**src/rtl/clz_normalize.sv**
```systemverilog
// clz_normalize: two-stage valid/ready normalizer fed by a clz tree.
// Left-justifies the operand so its leading one lands at the mantissa MSB
// and reports the unbiased exponent (bit position of that leading one).
// Optional feature macro: CLZ_NORMALIZE_ROUND_EN (round-to-nearest-even on
// the discarded bits); when undefined the discarded bits are truncated.
module clz_normalize #(
    parameter int BITS_IN  = 16,
    parameter int BITS_OUT = 4,
    parameter int MANT_W   = 11,
    parameter int EXP_W    = 5
) (
    input  logic                clk,
    input  logic                rst_n,
    input  logic                in_valid,
    output logic                in_ready,
    input  logic [BITS_IN-1:0]  in_data,
    input  logic [BITS_OUT-1:0] in_lz,
    input  logic                in_nz,
    output logic                out_valid,
    input  logic                out_ready,
    output logic [MANT_W-1:0]   out_mant,
    output logic [EXP_W-1:0]    out_exp,
    output logic                out_zero
);

    // Stage-1 holding registers
    logic [BITS_IN-1:0]  s1_data_r;
    logic [BITS_OUT-1:0] s1_lz_r;
    logic                s1_nz_r;
    logic                s1_valid_r;

    // Handshake / datapath nets
    logic                s1_load_s;
    logic                s2_load_s;
    logic [BITS_IN-1:0]  shifted_s;
    logic [MANT_W-1:0]   trunc_mant_s;
    logic [EXP_W-1:0]    base_exp_s;
    logic [MANT_W-1:0]   round_mant_s;
    logic [EXP_W-1:0]    round_exp_s;
    logic [MANT_W-1:0]   next_mant_s;
    logic [EXP_W-1:0]    next_exp_s;
    logic                next_zero_s;

    // S2 refills whenever the output register is empty or being drained;
    // in_ready follows out_ready combinationally so a full pipe still streams.
    assign s2_load_s = s1_valid_r && (!out_valid || out_ready);
    assign in_ready  = !s1_valid_r || s2_load_s;
    assign s1_load_s = in_valid && in_ready;

    // Normalizing shift, truncated mantissa and unbiased exponent
    always_comb begin
        shifted_s    = s1_data_r << s1_lz_r;
        trunc_mant_s = shifted_s[BITS_IN-1 -: MANT_W];
        base_exp_s   = EXP_W'(BITS_IN - 1) - EXP_W'(s1_lz_r);
    end

`ifdef CLZ_NORMALIZE_ROUND_EN
    generate
        if (MANT_W < BITS_IN) begin : g_round
            localparam int DISC_W = BITS_IN - MANT_W;
            logic [DISC_W-1:0] disc_s;
            logic [DISC_W-1:0] below_guard_s;
            logic              guard_s;
            logic              sticky_s;
            logic              inc_s;
            logic [MANT_W:0]   sum_s;

            // Round-to-nearest-even; a carry-out renormalizes to 1.000.. and bumps exp
            always_comb begin
                disc_s        = shifted_s[DISC_W-1:0];
                guard_s       = disc_s[DISC_W-1];
                below_guard_s = disc_s << 1;
                sticky_s      = |below_guard_s;
                inc_s         = guard_s && (sticky_s || trunc_mant_s[0]);
                sum_s         = {1'b0, trunc_mant_s} + (MANT_W + 1)'(inc_s);
                if (sum_s[MANT_W]) begin
                    round_mant_s = {1'b1, {(MANT_W - 1){1'b0}}};
                    round_exp_s  = base_exp_s + EXP_W'(1);
                end else begin
                    round_mant_s = sum_s[MANT_W-1:0];
                    round_exp_s  = base_exp_s;
                end
            end
        end else begin : g_no_disc
            // Full-width mantissa: nothing is discarded, so nothing to round
            assign round_mant_s = trunc_mant_s;
            assign round_exp_s  = base_exp_s;
        end
    endgenerate
`else
    // Truncation: the bits below the mantissa are simply dropped
    logic unused_low_bits_s;
    assign unused_low_bits_s = ^shifted_s;
    assign round_mant_s      = trunc_mant_s;
    assign round_exp_s       = base_exp_s;
`endif

    // Zero operands bypass the shifter result (in_lz is meaningless for them)
    always_comb begin
        if (s1_nz_r) begin
            next_mant_s = round_mant_s;
            next_exp_s  = round_exp_s;
            next_zero_s = 1'b0;
        end else begin
            next_mant_s = {MANT_W{1'b0}};
            next_exp_s  = {EXP_W{1'b0}};
            next_zero_s = 1'b1;
        end
    end

    // Stage 1: capture the operand and its clz result
    always_ff @(posedge clk or negedge rst_n) begin
        if (!rst_n) begin
            s1_data_r  <= {BITS_IN{1'b0}};
            s1_lz_r    <= {BITS_OUT{1'b0}};
            s1_nz_r    <= 1'b0;
            s1_valid_r <= 1'b0;
        end else if (s1_load_s) begin
            s1_data_r  <= in_data;
            s1_lz_r    <= in_lz;
            s1_nz_r    <= in_nz;
            s1_valid_r <= 1'b1;
        end else if (s2_load_s) begin
            s1_valid_r <= 1'b0;
        end else begin
            s1_valid_r <= s1_valid_r;
        end
    end

    // Stage 2: registered outputs, held while the consumer stalls
    always_ff @(posedge clk or negedge rst_n) begin
        if (!rst_n) begin
            out_valid <= 1'b0;
            out_mant  <= {MANT_W{1'b0}};
            out_exp   <= {EXP_W{1'b0}};
            out_zero  <= 1'b0;
        end else if (s2_load_s) begin
            out_valid <= 1'b1;
            out_mant  <= next_mant_s;
            out_exp   <= next_exp_s;
            out_zero  <= next_zero_s;
        end else if (out_ready) begin
            out_valid <= 1'b0;
        end else begin
            out_valid <= out_valid;
        end
    end

endmodule
```
**config.mk**
```make
export PLATFORM = sky130hd
export DESIGN_NAME = clz_normalize
export DESIGN_NICKNAME = d
export VERILOG_FILES = /design/src/rtl/clz_normalize.sv
export SDC_FILE = /design/constraint.sdc
export NUM_CORES = 1
export LEC_CHECK = 0
export CELL_PAD_IN_SITES_DETAIL_PLACEMENT = 1
export CELL_PAD_IN_SITES_GLOBAL_PLACEMENT = 2
export CORE_ASPECT_RATIO = 0.6
export CORE_MARGIN = 1.5
export CORE_UTILIZATION = 30
export DETAILED_ROUTE_END_ITERATION = 8
export PLACE_DENSITY = 0.77
export SYNTH_ARGS = -nofsm -noshare
export SYNTH_HDL_FRONTEND = slang
export SYNTH_SLANG_ARGS = --single-unit
export TNS_END_PERCENT = 100
```
**constraint.sdc**
```tcl
create_clock -name clk -period 1.5 [get_ports clk]
set_input_delay 0.15 -clock clk [delete_from_list [all_inputs] [get_ports clk]]
set_output_delay 0.15 -clock clk [all_outputs]
set_load 0.02 [all_outputs]
```
Yosys cells after proc, flatten, opt, wreduce, memory -nomap -nowiden
Cells that the tools add are included.
{ "op_classes": {"shift": 1, "n_reduce_logical": 8, "muxes": 7, "add_sub_neg": 1} }
{ "ops": {"columns": ["operator", "n"], "rows": [
  ["$shl A16 B4 Y16", 1],
  ["$mux W11", 1],
  ["$mux W1", 5],
  ["$mux W5", 1],
  ["$sub A4 B4 Y5 const A", 1],
  ["$reduce_bool A2 Y1", 2],
  ["$logic_and A1 B1 Y1", 2],
  ["$logic_not A1 Y1", 2],
  ["$logic_or A1 B1 Y1", 2]
]} }
{ "totals": {"in_bits": 25, "register_bits": 40, "word_cells": 25, "out_inout_bits": 19} }

Depth between registers and ports, before layout
{ "depth": {"word_depth": 6, "depth_mapped": 6} }

Least setup slack after synthesis
OpenSTA, ideal clock, no wires.
{ "synth_timing": {"kind": "register to register", "from": "register out_valid", "to": "register s1_data_r[0]", "t_arrival_ns": 1.509, "setup_ns": 0.125, "synth_period_minus_slack_ns": 1.633, "path_buffers": 1, "stages_incl_launch_ff": 6, "path_slack_ns": -0.133, "cell_sequence": "dfrtp_1 nor2b_1 nand2_1 nand2_1 buf_2 mux2_2"} }
{ "synth_between": {"elab_chain_len": 5} }
{ "synth_rtl": {"columns": ["element", "line", "rtl"], "rows": [
  ["start, declared", "19", "output logic out_valid,"],
  ["start signal, assigned", "145", "out_valid <= out_valid;"],
  ["$logic_not A1 Y1", "46", "assign s2_load_s = s1_valid_r && (!out_valid || out_ready);"],
  ["$logic_or A1 B1 Y1", "46", null],
  ["$logic_and A1 B1 Y1", "46", null],
  ["$logic_or A1 B1 Y1", "47", "assign in_ready = !s1_valid_r || s2_load_s;"],
  ["net in_ready", "15", "output logic in_ready,"],
  ["$logic_and A1 B1 Y1", "48", "assign s1_load_s = in_valid && in_ready;"],
  ["end signal, assigned", "114", "s1_data_r <= {BITS_IN{1'b0}};"],
  ["end signal, assigned", "119", "s1_data_r <= in_data;"],
  ["end, declared", "27", "logic [BITS_IN-1:0] s1_data_r;"]
]} }
The timed path passes the listed nets, and every way through them passes these cells.
A chain may end at the register's enable or synchronous reset.

Worst setup path after layout
{ "layout_timing": {"from": "register s1_lz_r[1]", "to": "register out_mant[10]"} }
{ "layout_between": {"elab_chain_len": 2} }
{ "layout_rtl": {"columns": ["element", "line", "rtl"], "rows": [
  ["start, declared", "28", "logic [BITS_OUT-1:0] s1_lz_r;"],
  ["start signal, assigned", "115", "s1_lz_r <= {BITS_OUT{1'b0}};"],
  ["start signal, assigned", "120", "s1_lz_r <= in_lz;"],
  ["$shl A16 B4 Y16", "52", "shifted_s = s1_data_r << s1_lz_r;"],
  ["$mux W11", "100", "if (s1_nz_r) begin"],
  ["end signal, assigned", "134", "out_mant <= {MANT_W{1'b0}};"],
  ["end signal, assigned", "139", "out_mant <= next_mant_s;"],
  ["end, declared", "21", "output logic [MANT_W-1:0] out_mant,"]
]} }
Every way passes these cells.

==> impl_metrics.sql <==
INSERT INTO impl_metrics (metric_group, metric, value, unit) VALUES
('setup_path', 'setup.worst_path.end_class', 'flop', ''),
('routing', 'detail-route-antenna-nets', '0', ''),
('outcome', 'outcome', 'finished with violations', ''),
('synth', 'async_s_r_ff_share_synth', '100.0', '%'),
('timing', 'clock.fmax', '638.7', 'MHz'),
('routing', 'dr_total_vias', '1730', ''),
('timing', 'timing_hold_violations_final', '0', ''),
('timing', 'worst_slack', '-65.61', 'ps'),
('setup_path', 'crit_arrival', '1730', 'ps'),
('routing', 'drt_wl_total', '6377', 'µm'),
('routing', 'detail_route.wl_per_cell', '18.87', 'µm'),
('routing', 'detailedRoute.firstIterationViolations', '78', ''),
('synth', 'yosys.cell_types.count', '35', ''),
('power', 'power', '4268', 'µW'),
('timing', 'final-setup-viol-count', '9', ''),
('cells_and_area', 'n_fill_cell', '737', ''),
('setup_path', 'timing.reg2reg.setup_slack', '-70', 'ps'),
('setup_path', 'cp_max_fo', '6', ''),
('global_route', 'grt_start_max_net_pins', '22', ''),
('setup_path', 'worst_path_max_delay_cell', 'sky130_fd_sc_hd__mux4_2', ''),
('place', 'port_buffers', '42', ''),
('cells_and_area', 'utilization', '46.57', '%'),
('place', 'global_placer_s_final_weighted_congestion', '0.8682', ''),
('cells_and_area', 'antenna-diode-count', '0', ''),
('setup_path', 'max_stage_delay', '540', 'ps'),
('clock_network', 'clock_latency', '290', 'ps'),
('clock_network', 'clock-sinks', '39', ''),
('clock_network', 'clock_transition_at_the_registers_of_the_reported_paths', '60', 'ps'),
('global_route', 'number_of_global_route_vias_before_repair', '1854', ''),
('clock_network', 'cts-root-buf', 'sky130_fd_sc_hd__clkbuf_16', ''),
('synth', 'synth_top_cells_by_area', 'sky130_fd_sc_hd__dfrtp_1, sky130_fd_sc_hd__mux2_2, sky130_fd_sc_hd__mux2i_1', ''),
('timing', 'slew_viol_final', '0', ''),
('synth', 'synth_edf_count', '0', ''),
('global_route', 'track_usage', '18.01', '%'),
('setup_path', 'reg2reg_to', 'out_mant[10]', ''),
('floorplan', 'row_count', '23', ''),
('global_route', 'grt_first_pass_wirelength', '10160', 'µm'),
('clock_network', 'cts_made_buffers', '5', ''),
('routing', 'firstDrtPassIters', '6', ''),
('power', 'ir_worst_vdd', '450.0', 'µV'),
('timing', 'post-route-period-util', '104.4', '%'),
('cells_and_area', 'layout_cells_sized_above_1', '43.43', '%'),
('setup_path', 'worst_setup_sp_type', 'flop', ''),
('power', 'pwr_density_cell', '1349', 'nW/µm²'),
('synth', 'gate_count_post_synth', '177', ''),
('setup_path', 'critical_path.reg2reg.startpoint', 's1_lz_r[1]', ''),
('setup_path', 'crit_chain', 'buf_4 > mux4_2 > a32oi_1 > o211ai_1', ''),
('routing', 'vias_per_cell', '5.118', ''),
('global_route', 'grt-ovfl-total', '0', ''),
('place', 'dp.final_hpwl', '4602', 'µm'),
('timing', 'final.setup_skew', '7.351', 'ps'),
('synth', 'synth-seq-cells', '39', ''),
('clock_network', 'cts_tree', 'built', ''),
('floorplan', 'die_h', '68.38', 'µm'),
('cells_and_area', 'final_net_count', '275', ''),
('synth', 'post_synth_instance_area', '2137', 'µm²'),
('clock_network', 'cts_max_path_buffers', '2', ''),
('synth', 'yosysWarnings', '0', ''),
('floorplan', 'starting_density_of_the_core', '31.47', '%'),
('routing', 'drc_viols', '10', ''),
('setup_path', 'crit_required', '1660', 'ps'),
('synth', 'post_synth.cell_area_avg', '12.07', 'µm²'),
('min_path', 'timing.hold.worst.class', 'input pin to asynchronous set/reset pin', ''),
('floorplan', 'floorplan.die.width', '112.0', 'µm'),
('floorplan', 'die-area', '7655', 'µm²'),
('synth', 'postSynth.topFlopCell', 'sky130_fd_sc_hd__dfrtp_1', ''),
('synth', 'yosys-top-cells-count', 'sky130_fd_sc_hd__dfrtp_1, sky130_fd_sc_hd__nand2_1, sky130_fd_sc_hd__mux2_2', ''),
('synth', 'synth_fp_nets', '202', ''),
('outcome', 'violations', 'DRC, setup timing', ''),
('floorplan', 'io-pin-count', '44', ''),
('synth', 'synth_area_leader_cell', 'sky130_fd_sc_hd__dfrtp_1', '');
[where the power goes]
group / switching (µW) / internal (µW)
clock: 453 / 785
sequential: 205 / 1240
combinational: 732 / 851
[per-layer routing]
| metal | track usage, % | up-vias | share of wire (%) |
|---|---|---|---|
| met2 | 28.70 | 48 | 43 |
| met1 | 25.22 | 871 | 51 |
| met5 | 0 | - | 0 |
| met4 | 5.380 | 0 | 1.4 |
| met3 | 3.632 | 9 | 4.5 |
| li1 | - | 802 | - |
[cell type report]
type | instances | area (µm²) | area share [%]
clock buffer | 5 | 125.1 | 3.956
timing repair buffer | 78 | 715.7 | 22.63
multi-input combinational | 121 | 1160 | 36.67
tap | 87 | 108.9 | 3.441
inverter | 5 | 27.53 | 0.8703
sequential | 39 | 982.2 | 31.05
clock inverter | 3 | 43.79 | 1.384
[kinds of logic after synthesis]
kind of cell           synth area share, %
AO/OA/AOI/OAI                        9.660
buffers and inverters                4.976
flip-flops                           45.67
multiplexers                         30.97
other                               0.1755
AND/OR/NAND/NOR                      8.548
[per-stage QoR]
| step | std cells | TNS (ps) | setup WS, ps | hold slack [ps] | instance area, µm² |
|---|---|---|---|---|---|
| after floorplan | 177 | -695.1 | -34.76 | -145.6 | 2141 |
| after global placement | 323 | -3245 | -118.2 | 118.2 | 2808 |
| after detailed placement | 323 | -4578 | -206.4 | 129.0 | 2808 |
| after CTS | 335 | -196.9 | -47.90 | 371.4 | 3084 |
| after global routing | 338 | -795.8 | -108.3 | 398.4 | 3163 |
| final | 338 | -212.4 | -65.61 | 361.7 | 3163 |
[what timing repair did]
| item | in CTS | in global routing |
|---|---|---|
| endpoints found under the hold margin | 18 | 0 |
| hold buffers | 1 | 0 |
| gates resized for setup | 31 | 16 |
| buffers inserted | 2 | 3 |
| endpoints found under the setup margin | 12 | 34 |
| gates cloned | 1 | 0 |
| pin swaps | 7 | 1 |
[worst max-delay path: cells and delay by family (launching register included)]
family,cells,cell delay (ps)
compound gates,2,330
mux,1,540
buf+inv,1,140
flops,1,430
[how the worst max path moves through the flow]
stage / startpoint / endpoint / cells after the start
finish: s1_lz_r[1] / out_mant[10] / 4
global route: s1_lz_r[1] / out_mant[10] / 6
CTS: s1_lz_r[1] / out_mant[10] / 4
detailed placement: s1_lz_r[0] / out_mant[8] / 3
global placement: s1_lz_r[1] / out_mant[7] / 5
floorplan: out_valid / s1_data_r[0] / 5
[registers in the layout (all words and copies together) (netlist names)]
name	cells
s1_data_r	16
out_zero	1
out_exp	4
s1_valid_r	1
out_valid	1
s1_nz_r	1
s1_lz_r	4
out_mant	11
[layout by cell type, fill, tap and decap left out, types with 4 or more instances in the layout]
cell and count:
sky130_fd_sc_hd__clkdlybuf4s50_1 39, sky130_fd_sc_hd__dfrtp_1 34, sky130_fd_sc_hd__buf_4 27, sky130_fd_sc_hd__nand2_1 24, sky130_fd_sc_hd__mux2_2 24, sky130_fd_sc_hd__mux4_2 9, sky130_fd_sc_hd__mux2i_2 6, sky130_fd_sc_hd__mux2i_1 5
sky130_fd_sc_hd__clkbuf_16 5, sky130_fd_sc_hd__dfrtp_2 5, sky130_fd_sc_hd__buf_6 5, sky130_fd_sc_hd__o21ai_1 4, sky130_fd_sc_hd__o21ai_0 4
No activity file was read; power rests on OpenSTA's default activity.
